File: config.mk
export PLATFORM = sky130hd
export DESIGN_NAME = xrv1_wb_arb_flat
export DESIGN_NICKNAME = d
export VERILOG_FILES = /design/src/rtl/xrv1_wb_arb_if.sv /design/src/rtl/xrv1_wb_arb.sv /design/src/flat_wrapper.sv
export SDC_FILE = /design/constraint.sdc
export NUM_CORES = 1
export LEC_CHECK = 0
export CAP_MARGIN = 20
export CORE_MARGIN = 2
export CORE_UTILIZATION = 50
export CTS_BUF_LIST = sky130_fd_sc_hd__clkbuf_4 sky130_fd_sc_hd__clkbuf_8 sky130_fd_sc_hd__clkbuf_16
export DETAILED_ROUTE_END_ITERATION = 8
export HOLD_SLACK_MARGIN = 0.15
export PLACE_DENSITY = 0.85
export SETUP_SLACK_MARGIN = 0.4
export SLEW_MARGIN = 25
export SYNTH_ARGS = -nofsm -noshare
export SYNTH_HDL_FRONTEND = slang
export SYNTH_SLANG_ARGS = --single-unit
File: constraint.sdc
create_clock -name clk_i -period 5 [get_ports clk_i]
set_input_delay 0.75 -clock clk_i [delete_from_list [all_inputs] [get_ports clk_i]]
set_output_delay 0.75 -clock clk_i [all_outputs]
set_load 0.005 [all_outputs]
File: src/rtl/xrv1_wb_arb_if.sv
// Writeback arbiter bus: three result producers in, one register-file write port out.
interface xrv1_wb_arb_if #(
  parameter int unsigned DATA_WIDTH_P = 32,
  parameter int unsigned ITAG_WIDTH_P = 4
);
  logic                    alu_res_vld_i;
  logic [DATA_WIDTH_P-1:0] alu_res_i;
  logic [ITAG_WIDTH_P-1:0] alu_itag_i;

  logic                    mul_res_vld_i;
  logic [DATA_WIDTH_P-1:0] mul_res_i;
  logic [ITAG_WIDTH_P-1:0] mul_itag_i;
  logic                    mul_wb_rdy_o;

  logic                    div_res_vld_i;
  logic [DATA_WIDTH_P-1:0] div_res_i;
  logic [ITAG_WIDTH_P-1:0] div_itag_i;
  logic                    div_wb_rdy_o;

  logic                    wb_vld_o;
  logic [DATA_WIDTH_P-1:0] wb_data_o;
  logic [ITAG_WIDTH_P-1:0] wb_itag_o;
  logic [1:0]              wb_src_o;

  // Producer / register-file side.
  modport master (
    output alu_res_vld_i, alu_res_i, alu_itag_i,
    output mul_res_vld_i, mul_res_i, mul_itag_i,
    output div_res_vld_i, div_res_i, div_itag_i,
    input  mul_wb_rdy_o, div_wb_rdy_o,
    input  wb_vld_o, wb_data_o, wb_itag_o, wb_src_o
  );

  // Arbiter side.
  modport slave (
    input  alu_res_vld_i, alu_res_i, alu_itag_i,
    input  mul_res_vld_i, mul_res_i, mul_itag_i,
    input  div_res_vld_i, div_res_i, div_itag_i,
    output mul_wb_rdy_o, div_wb_rdy_o,
    output wb_vld_o, wb_data_o, wb_itag_o, wb_src_o
  );
endinterface

File: src/rtl/xrv1_wb_arb.sv
// Writeback arbiter: ALU has absolute priority; MUL and DIV results are queued
// in per-source FIFOs and drained round-robin onto a registered write port.
module xrv1_wb_arb #(
  parameter int unsigned DATA_WIDTH_P = 32,
  parameter int unsigned ITAG_WIDTH_P = 4,
  parameter int unsigned FIFO_DEPTH_P = 2
) (
  input  logic         clk_i,
  input  logic         rst_i,
  input  logic         flush_i,
  xrv1_wb_arb_if.slave bus
);
  localparam int unsigned AW   = $clog2(FIFO_DEPTH_P);
  localparam int unsigned CW   = AW + 1;
  localparam int unsigned NSRC = 2;  // index 0 = MUL, 1 = DIV

  typedef struct packed {
    logic [DATA_WIDTH_P-1:0] data;
    logic [ITAG_WIDTH_P-1:0] itag;
  } entry_t;

  typedef enum logic {RR_MUL = 1'b0, RR_DIV = 1'b1} rr_e;
  typedef enum logic [1:0] {SRC_ALU = 2'd0, SRC_MUL = 2'd1, SRC_DIV = 2'd2} src_e;

  entry_t                  mem_q    [NSRC][FIFO_DEPTH_P];
  logic   [AW-1:0]         wr_ptr_q [NSRC];
  logic   [AW-1:0]         wr_ptr_d [NSRC];
  logic   [AW-1:0]         rd_ptr_q [NSRC];
  logic   [AW-1:0]         rd_ptr_d [NSRC];
  logic   [CW-1:0]         cnt_q    [NSRC];
  logic   [CW-1:0]         cnt_d    [NSRC];
  entry_t                  push_ent [NSRC];
  logic   [NSRC-1:0]       full, nempty, push, pop;
  logic                    sel;
  entry_t                  sel_ent;
  rr_e                     rr_q, rr_d;
  logic                    wb_vld_q, wb_vld_d;
  logic [DATA_WIDTH_P-1:0] wb_data_q, wb_data_d;
  logic [ITAG_WIDTH_P-1:0] wb_itag_q, wb_itag_d;
  src_e                    wb_src_q, wb_src_d;

  // FIFO status and push qualification; ready depends on the current count only.
  always_comb begin
    push_ent[0] = '{data: bus.mul_res_i, itag: bus.mul_itag_i};
    push_ent[1] = '{data: bus.div_res_i, itag: bus.div_itag_i};
    for (int unsigned s = 0; s < NSRC; s++) begin
      full[s]   = (cnt_q[s] == CW'(FIFO_DEPTH_P));
      nempty[s] = (cnt_q[s] != '0);
    end
    push[0] = bus.mul_res_vld_i && !full[0];
    push[1] = bus.div_res_vld_i && !full[1];
  end

  // Grant selection and next output-register contents.
  always_comb begin
    pop       = '0;
    sel       = 1'b0;
    sel_ent   = '0;
    rr_d      = rr_q;
    wb_vld_d  = 1'b0;
    wb_data_d = wb_data_q;
    wb_itag_d = wb_itag_q;
    wb_src_d  = wb_src_q;
    if (bus.alu_res_vld_i) begin
      wb_vld_d  = 1'b1;
      wb_data_d = bus.alu_res_i;
      wb_itag_d = bus.alu_itag_i;
      wb_src_d  = SRC_ALU;
    end else if (nempty != '0) begin
      // With both queues occupied the pointer decides; otherwise the lone one wins.
      sel       = (&nempty) ? (rr_q == RR_DIV) : nempty[1];
      pop[sel]  = 1'b1;
      rr_d      = sel ? RR_MUL : RR_DIV;
      sel_ent   = mem_q[sel][rd_ptr_q[sel]];
      wb_vld_d  = 1'b1;
      wb_data_d = sel_ent.data;
      wb_itag_d = sel_ent.itag;
      wb_src_d  = sel ? SRC_DIV : SRC_MUL;
    end
    if (flush_i) begin
      pop       = '0;
      rr_d      = rr_q;
      wb_vld_d  = 1'b0;
      wb_data_d = wb_data_q;
      wb_itag_d = wb_itag_q;
      wb_src_d  = wb_src_q;
    end
  end

  // FIFO pointer and occupancy update; flush empties both queues.
  always_comb begin
    for (int unsigned s = 0; s < NSRC; s++) begin
      wr_ptr_d[s] = wr_ptr_q[s] + AW'(push[s]);
      rd_ptr_d[s] = rd_ptr_q[s] + AW'(pop[s]);
      cnt_d[s]    = cnt_q[s] + CW'(push[s]) - CW'(pop[s]);
      if (flush_i) begin
        wr_ptr_d[s] = '0;
        rd_ptr_d[s] = '0;
        cnt_d[s]    = '0;
      end
    end
  end

  // FIFO storage; contents need no reset since occupancy is tracked by the counts.
  always_ff @(posedge clk_i) begin
    for (int unsigned s = 0; s < NSRC; s++) begin
      if (push[s] && !flush_i && rst_i) begin
        mem_q[s][wr_ptr_q[s]] <= push_ent[s];
      end
    end
  end

  // Control state and registered write port with synchronous active-low reset.
  always_ff @(posedge clk_i) begin
    if (!rst_i) begin
      for (int unsigned s = 0; s < NSRC; s++) begin
        wr_ptr_q[s] <= '0;
        rd_ptr_q[s] <= '0;
        cnt_q[s]    <= '0;
      end
      rr_q      <= RR_MUL;
      wb_vld_q  <= 1'b0;
      wb_data_q <= '0;
      wb_itag_q <= '0;
      wb_src_q  <= SRC_ALU;
    end else begin
      for (int unsigned s = 0; s < NSRC; s++) begin
        wr_ptr_q[s] <= wr_ptr_d[s];
        rd_ptr_q[s] <= rd_ptr_d[s];
        cnt_q[s]    <= cnt_d[s];
      end
      rr_q      <= rr_d;
      wb_vld_q  <= wb_vld_d;
      wb_data_q <= wb_data_d;
      wb_itag_q <= wb_itag_d;
      wb_src_q  <= wb_src_d;
    end
  end

  assign bus.mul_wb_rdy_o = !full[0];
  assign bus.div_wb_rdy_o = !full[1];
  assign bus.wb_vld_o     = wb_vld_q;
  assign bus.wb_data_o    = wb_data_q;
  assign bus.wb_itag_o    = wb_itag_q;
  assign bus.wb_src_o     = wb_src_q;
endmodule
File: src/flat_wrapper.sv
// flat-port wrapper written by rule: the top's interface ports become plain ports
module xrv1_wb_arb_flat 
#(
  parameter int unsigned DATA_WIDTH_P = 32,
  parameter int unsigned ITAG_WIDTH_P = 4,
  parameter int unsigned FIFO_DEPTH_P = 2
)
  (clk_i, rst_i, flush_i, bus_alu_res_vld_i, bus_alu_res_i, bus_alu_itag_i, bus_mul_res_vld_i, bus_mul_res_i, bus_mul_itag_i, bus_div_res_vld_i, bus_div_res_i, bus_div_itag_i, bus_mul_wb_rdy_o, bus_div_wb_rdy_o, bus_wb_vld_o, bus_wb_data_o, bus_wb_itag_o, bus_wb_src_o);
  xrv1_wb_arb_if #(.DATA_WIDTH_P(DATA_WIDTH_P), .ITAG_WIDTH_P(ITAG_WIDTH_P)) bus_i ();
  input  logic clk_i;
  input  logic rst_i;
  input  logic flush_i;
  input wire logic [$bits(bus_i.alu_res_vld_i)-1:0] bus_alu_res_vld_i;
  input wire logic [$bits(bus_i.alu_res_i)-1:0] bus_alu_res_i;
  input wire logic [$bits(bus_i.alu_itag_i)-1:0] bus_alu_itag_i;
  input wire logic [$bits(bus_i.mul_res_vld_i)-1:0] bus_mul_res_vld_i;
  input wire logic [$bits(bus_i.mul_res_i)-1:0] bus_mul_res_i;
  input wire logic [$bits(bus_i.mul_itag_i)-1:0] bus_mul_itag_i;
  input wire logic [$bits(bus_i.div_res_vld_i)-1:0] bus_div_res_vld_i;
  input wire logic [$bits(bus_i.div_res_i)-1:0] bus_div_res_i;
  input wire logic [$bits(bus_i.div_itag_i)-1:0] bus_div_itag_i;
  output wire logic [$bits(bus_i.mul_wb_rdy_o)-1:0] bus_mul_wb_rdy_o;
  output wire logic [$bits(bus_i.div_wb_rdy_o)-1:0] bus_div_wb_rdy_o;
  output wire logic [$bits(bus_i.wb_vld_o)-1:0] bus_wb_vld_o;
  output wire logic [$bits(bus_i.wb_data_o)-1:0] bus_wb_data_o;
  output wire logic [$bits(bus_i.wb_itag_o)-1:0] bus_wb_itag_o;
  output wire logic [$bits(bus_i.wb_src_o)-1:0] bus_wb_src_o;
  assign bus_i.alu_res_vld_i = bus_alu_res_vld_i;
  assign bus_i.alu_res_i = bus_alu_res_i;
  assign bus_i.alu_itag_i = bus_alu_itag_i;
  assign bus_i.mul_res_vld_i = bus_mul_res_vld_i;
  assign bus_i.mul_res_i = bus_mul_res_i;
  assign bus_i.mul_itag_i = bus_mul_itag_i;
  assign bus_i.div_res_vld_i = bus_div_res_vld_i;
  assign bus_i.div_res_i = bus_div_res_i;
  assign bus_i.div_itag_i = bus_div_itag_i;
  assign bus_mul_wb_rdy_o = bus_i.mul_wb_rdy_o;
  assign bus_div_wb_rdy_o = bus_i.div_wb_rdy_o;
  assign bus_wb_vld_o = bus_i.wb_vld_o;
  assign bus_wb_data_o = bus_i.wb_data_o;
  assign bus_wb_itag_o = bus_i.wb_itag_o;
  assign bus_wb_src_o = bus_i.wb_src_o;
  xrv1_wb_arb #(.DATA_WIDTH_P(DATA_WIDTH_P), .ITAG_WIDTH_P(ITAG_WIDTH_P), .FIFO_DEPTH_P(FIFO_DEPTH_P)) u_core (.clk_i(clk_i), .rst_i(rst_i), .flush_i(flush_i), .bus(bus_i));
endmodule
==> impl_metrics.yaml <==
logic_synthesis:
  synth.net_count: 658
  synth_edf_count: 144
  yosysUniqueCellTypes: 34
  synth_top_area_share_pct: 56.4
  synth_warnings: 0
  async_flop_share_pct: 0
  synth_flop_cell: "edfxtp_1"
  yosysTopAreaCell: "edfxtp_1"
  synthTopCellsByArea: "edfxtp_1 (56%), dfxtp_1 (13%), mux2i_1 (9.4%), a221oi_1 (4.1%), nor4_1 (2.9%)"
  syn_area_um2: 7660
  ys_seq_area_share_pct: 69.0
  syn_area_per_cell_um2: 14.2
  syn_inst: 540
  ys_ff_latch: 192
setup_path:
  crit_path_top_delay_cell: "clkdlybuf4s50_1"
  crit_end: "u_core.mem_q[1][23]"
  critical_path.max_stage_delay_ns: 0.85
  startpoint_type: "input port"
  worst_r2r_endpoint: "u_core.cnt_q[0][3]"
  endpoint_kind: "flip-flop"
  regToRegSetupSlack_ns: 2.24
  crit_chain: "clkdlybuf4s50_1 -> buf_4 -> nor2b_1 -> and3_2"
  crit_arrival_ns: 3.04
  critPathKind: "in2reg"
  startpoint: "rst_i"
  reg2regPathDepth: 10
  critPathRequiredTime_ns: 5.05
  critPathMaxFanout: 36
  reg2reg_from: "u_core.cnt_q[0][3]"
detailed_routing:
  ant_nets: 0
  wl_per_cell_um: 20.6
  met3WireLength_mm: 1.61
  routed_wl_mm: 18.1
  top_layer: "met4"
  wl_met2_mm: 8.98
  vias_per_cell: 5.83
  drt_pass1_iterations: 5
  first_iter_violations: 554
  drc: 0
  vias: 5114
  wl_met1_mm: 7.03
placement:
  place.detailed.hpwl_mm: 12.3
  dp_cells: 845
  place.gp.congestion: 0.829
  port_buffers: 154
global_routing:
  grt_use_total_pct: 22.5
  antenna_found_initial: 0
  grt_max_degree: 72
  grt_first_pass_wirelength_mm: 27.1
  grt_pass1_vias: 5078
  grt-ovfl-total: 0
clock_tree:
  hold_buffers: 0
  cts_root_buf: "clkbuf_16"
  htreeDepth: 4
  cts.clk_slew.worst_paths_ns: 0.06
  clock_tree.buffer_depth: 2
  cts_made_buffers: 17
  ctsResizeCount: 0
  cts_tree: "yes"
  clk_latency_ns: 0.42
  post_cts_buffers: 0
  cts.sink_count: 192
pwr:
  seq_power_share_pct: 51.8
  total_power_w: 0.00348
  p_sw_share_pct: 21.1
  comb_power_share_pct: 9.9
  p_int_w: 0.00275
  leakage_nw: 3.19
  power.density_nw_per_um2: 352
  vdd_ir_drop_max_uv: 246
  power_switching_w: 0.000735
  clkPwrFrac_pct: 38.3
cells_and_area:
  fin_nets: 794
  diodes: 0
  post-route-util_pct: 65.4
  layout-drive-gt1-share_pct: 7.69
  final_cell_count_no_fill: 877
  n_fill_cell: 1075
  ff_latch_area_um2: 5290
  multi_input_area_um2: 2150
  syn_to_final_growth_pct: 28.9
floorplanning:
  initial_core_util_pct: 50.8
  core_um2: 15100
  die_height_um: 128
  rows: 45
  io_pins: 155
  chipWidth_um: 128
  dieArea_um2: 16300
sta:
  fin_skew_ns: 0.00842
  min_period_ns: 2.99
  slew_headroom_pct: 36.9
  setup_viol: 0
  worst_slew_pin_slew_ns: 0.944
  finalHoldViolCount: 0
  report.final.slew_viol_count: 0
  rsz0062_at_grt: "false"
  tns_ns: 0
  period_share_pct: 59.8
  max_clock_freq_mhz: 335
outcome:
  status: "complete, no violations"
min_path:
  hold_class: "reg2reg"
run:
  timing.max_cap.violations: 0
[routing by layer]
layer,vias to the layer above,global-route usage [%]
met5,-,0
met4,0,8.73
met3,35,5.51
met2,274,37.9
met1,2432,28.2
li1,2373,-
[how the worst min path moves through the flow]
stage / start / endpoint / slack [ns] / cells past startpoint
2_1_floorplan: u_core.bus.wb_src_o[1] / u_core.bus.wb_src_o[1] / 0.46 / 2
3_3_place_gp: u_core.bus.wb_src_o[1] / u_core.bus.wb_src_o[1] / 0.49 / 2
3_5_place_dp: u_core.bus.wb_src_o[1] / u_core.bus.wb_src_o[1] / 0.49 / 2
4_1_cts: u_core.bus.wb_src_o[1] / u_core.bus.wb_src_o[1] / 0.50 / 2
5_1_grt: u_core.bus.wb_src_o[1] / u_core.bus.wb_src_o[1] / 0.54 / 2
6_report: u_core.bus.wb_src_o[1] / u_core.bus.wb_src_o[1] / 0.50 / 2
[cell usage after synthesis, types with 2 or more instances]
cell type,number
and3_1,2
nand2b_1,5
o21ai_0,34
buf_6,4
a221oi_1,36
nor2_1,43
buf_2,19
and2_0,2
nor4_1,36
nor3b_1,2
xnor2_1,6
inv_1,6
xor2_1,2
mux2i_1,72
a31oi_1,2
clkbuf_1,16
dfxtp_1,48
and2_1,2
a21oi_1,36
edfxtp_1,144
nor2b_1,2
buf_4,5
ha_1,4
o21ai_1,2
[critical path, delay by kind of cell]
kind	cells	cell delay, ns
buf+inv	2	1.21
simple gates	2	1.04
[through the flow]
stage | instance area (um^2) | worst slack (ns) | hold slack (ns)
2_1_floorplan | 7660 | 0.746 | 0.465
3_3_place_gp | 9290 | 1.65 | 0.486
3_5_place_dp | 9290 | 1.53 | 0.490
4_1_cts | 9870 | 1.97 | 0.501
5_1_grt | 9880 | 1.81 | 0.538
6_report | 9880 | 2.01 | 0.504
[cells in the final DEF, fill, tap and decap left out, types with 2 or more instances in the layout]
cell type / Yosys / routed
o21ai_0: 34 / 34
and3_2: 0 / 2
edfxtp_1: 144 / 144
nand2b_1: 5 / 5
nor2_1: 43 / 42
mux2i_1: 72 / 72
nor4_1: 36 / 36
clkinv_2: 0 / 5
dfxtp_1: 48 / 46
clkbuf_16: 0 / 17
and2_0: 2 / 2
clkbuf_4: 0 / 6
clkdlybuf4s50_1: 0 / 153
nor3b_2: 0 / 2
a221oi_1: 36 / 36
inv_1: 6 / 6
nor2b_1: 2 / 2
clkbuf_8: 0 / 2
dfxtp_4: 0 / 2
xnor2_1: 6 / 6
a21oi_1: 36 / 36
xor2_1: 2 / 2
and2_1: 2 / 2
bufinv_16: 0 / 2
o21ai_1: 2 / 2
ha_1: 4 / 4
buf_4: 5 / 8
[power by group through the flow]
stage	registers, W	logic [W]	clock network (W)
after floorplan	0.00183	0.000154	0
after global placement	0.00183	0.000333	0
after detailed placement	0.00184	0.000341	0
after CTS	0.00180	0.000345	0.00135
after global routing	0.00181	0.000373	0.00141
final	0.00180	0.000345	0.00133
[area by class of cell]
class                           instances  share of cell area, %
Clock inverter                          7                  0.862
Clock buffer                           25                   5.04
Multi-Input combinational cell        298                   21.8
Timing Repair Buffer                  161                   16.1
Tap cell                              188                   2.38
Inverter                                6                  0.228
Sequential cell                       192                   53.6
[state kept, by name (all words and copies together) (netlist names)]
| register | cells |
|---|---|
| u_core.cnt_q | 4 |
| u_core.bus.wb_vld_o | 1 |
| u_core.wr_ptr_q | 2 |
| u_core.bus.wb_data_o | 32 |
| u_core.bus.wb_itag_o | 4 |
| u_core.bus.wb_src_o | 2 |
| u_core.rr_q | 1 |
| u_core.mem_q | 144 |
| u_core.rd_ptr_q | 2 |
[kinds of logic after synthesis]
family	synth area share (%)
compound gates	10.0
buf+inv	3.40
flops	69.0
fa+ha+maj	0.653
xor+xnor	0.915
simple gates	6.63
mux	9.41
No activity file was read; power rests on OpenSTA's default activity.
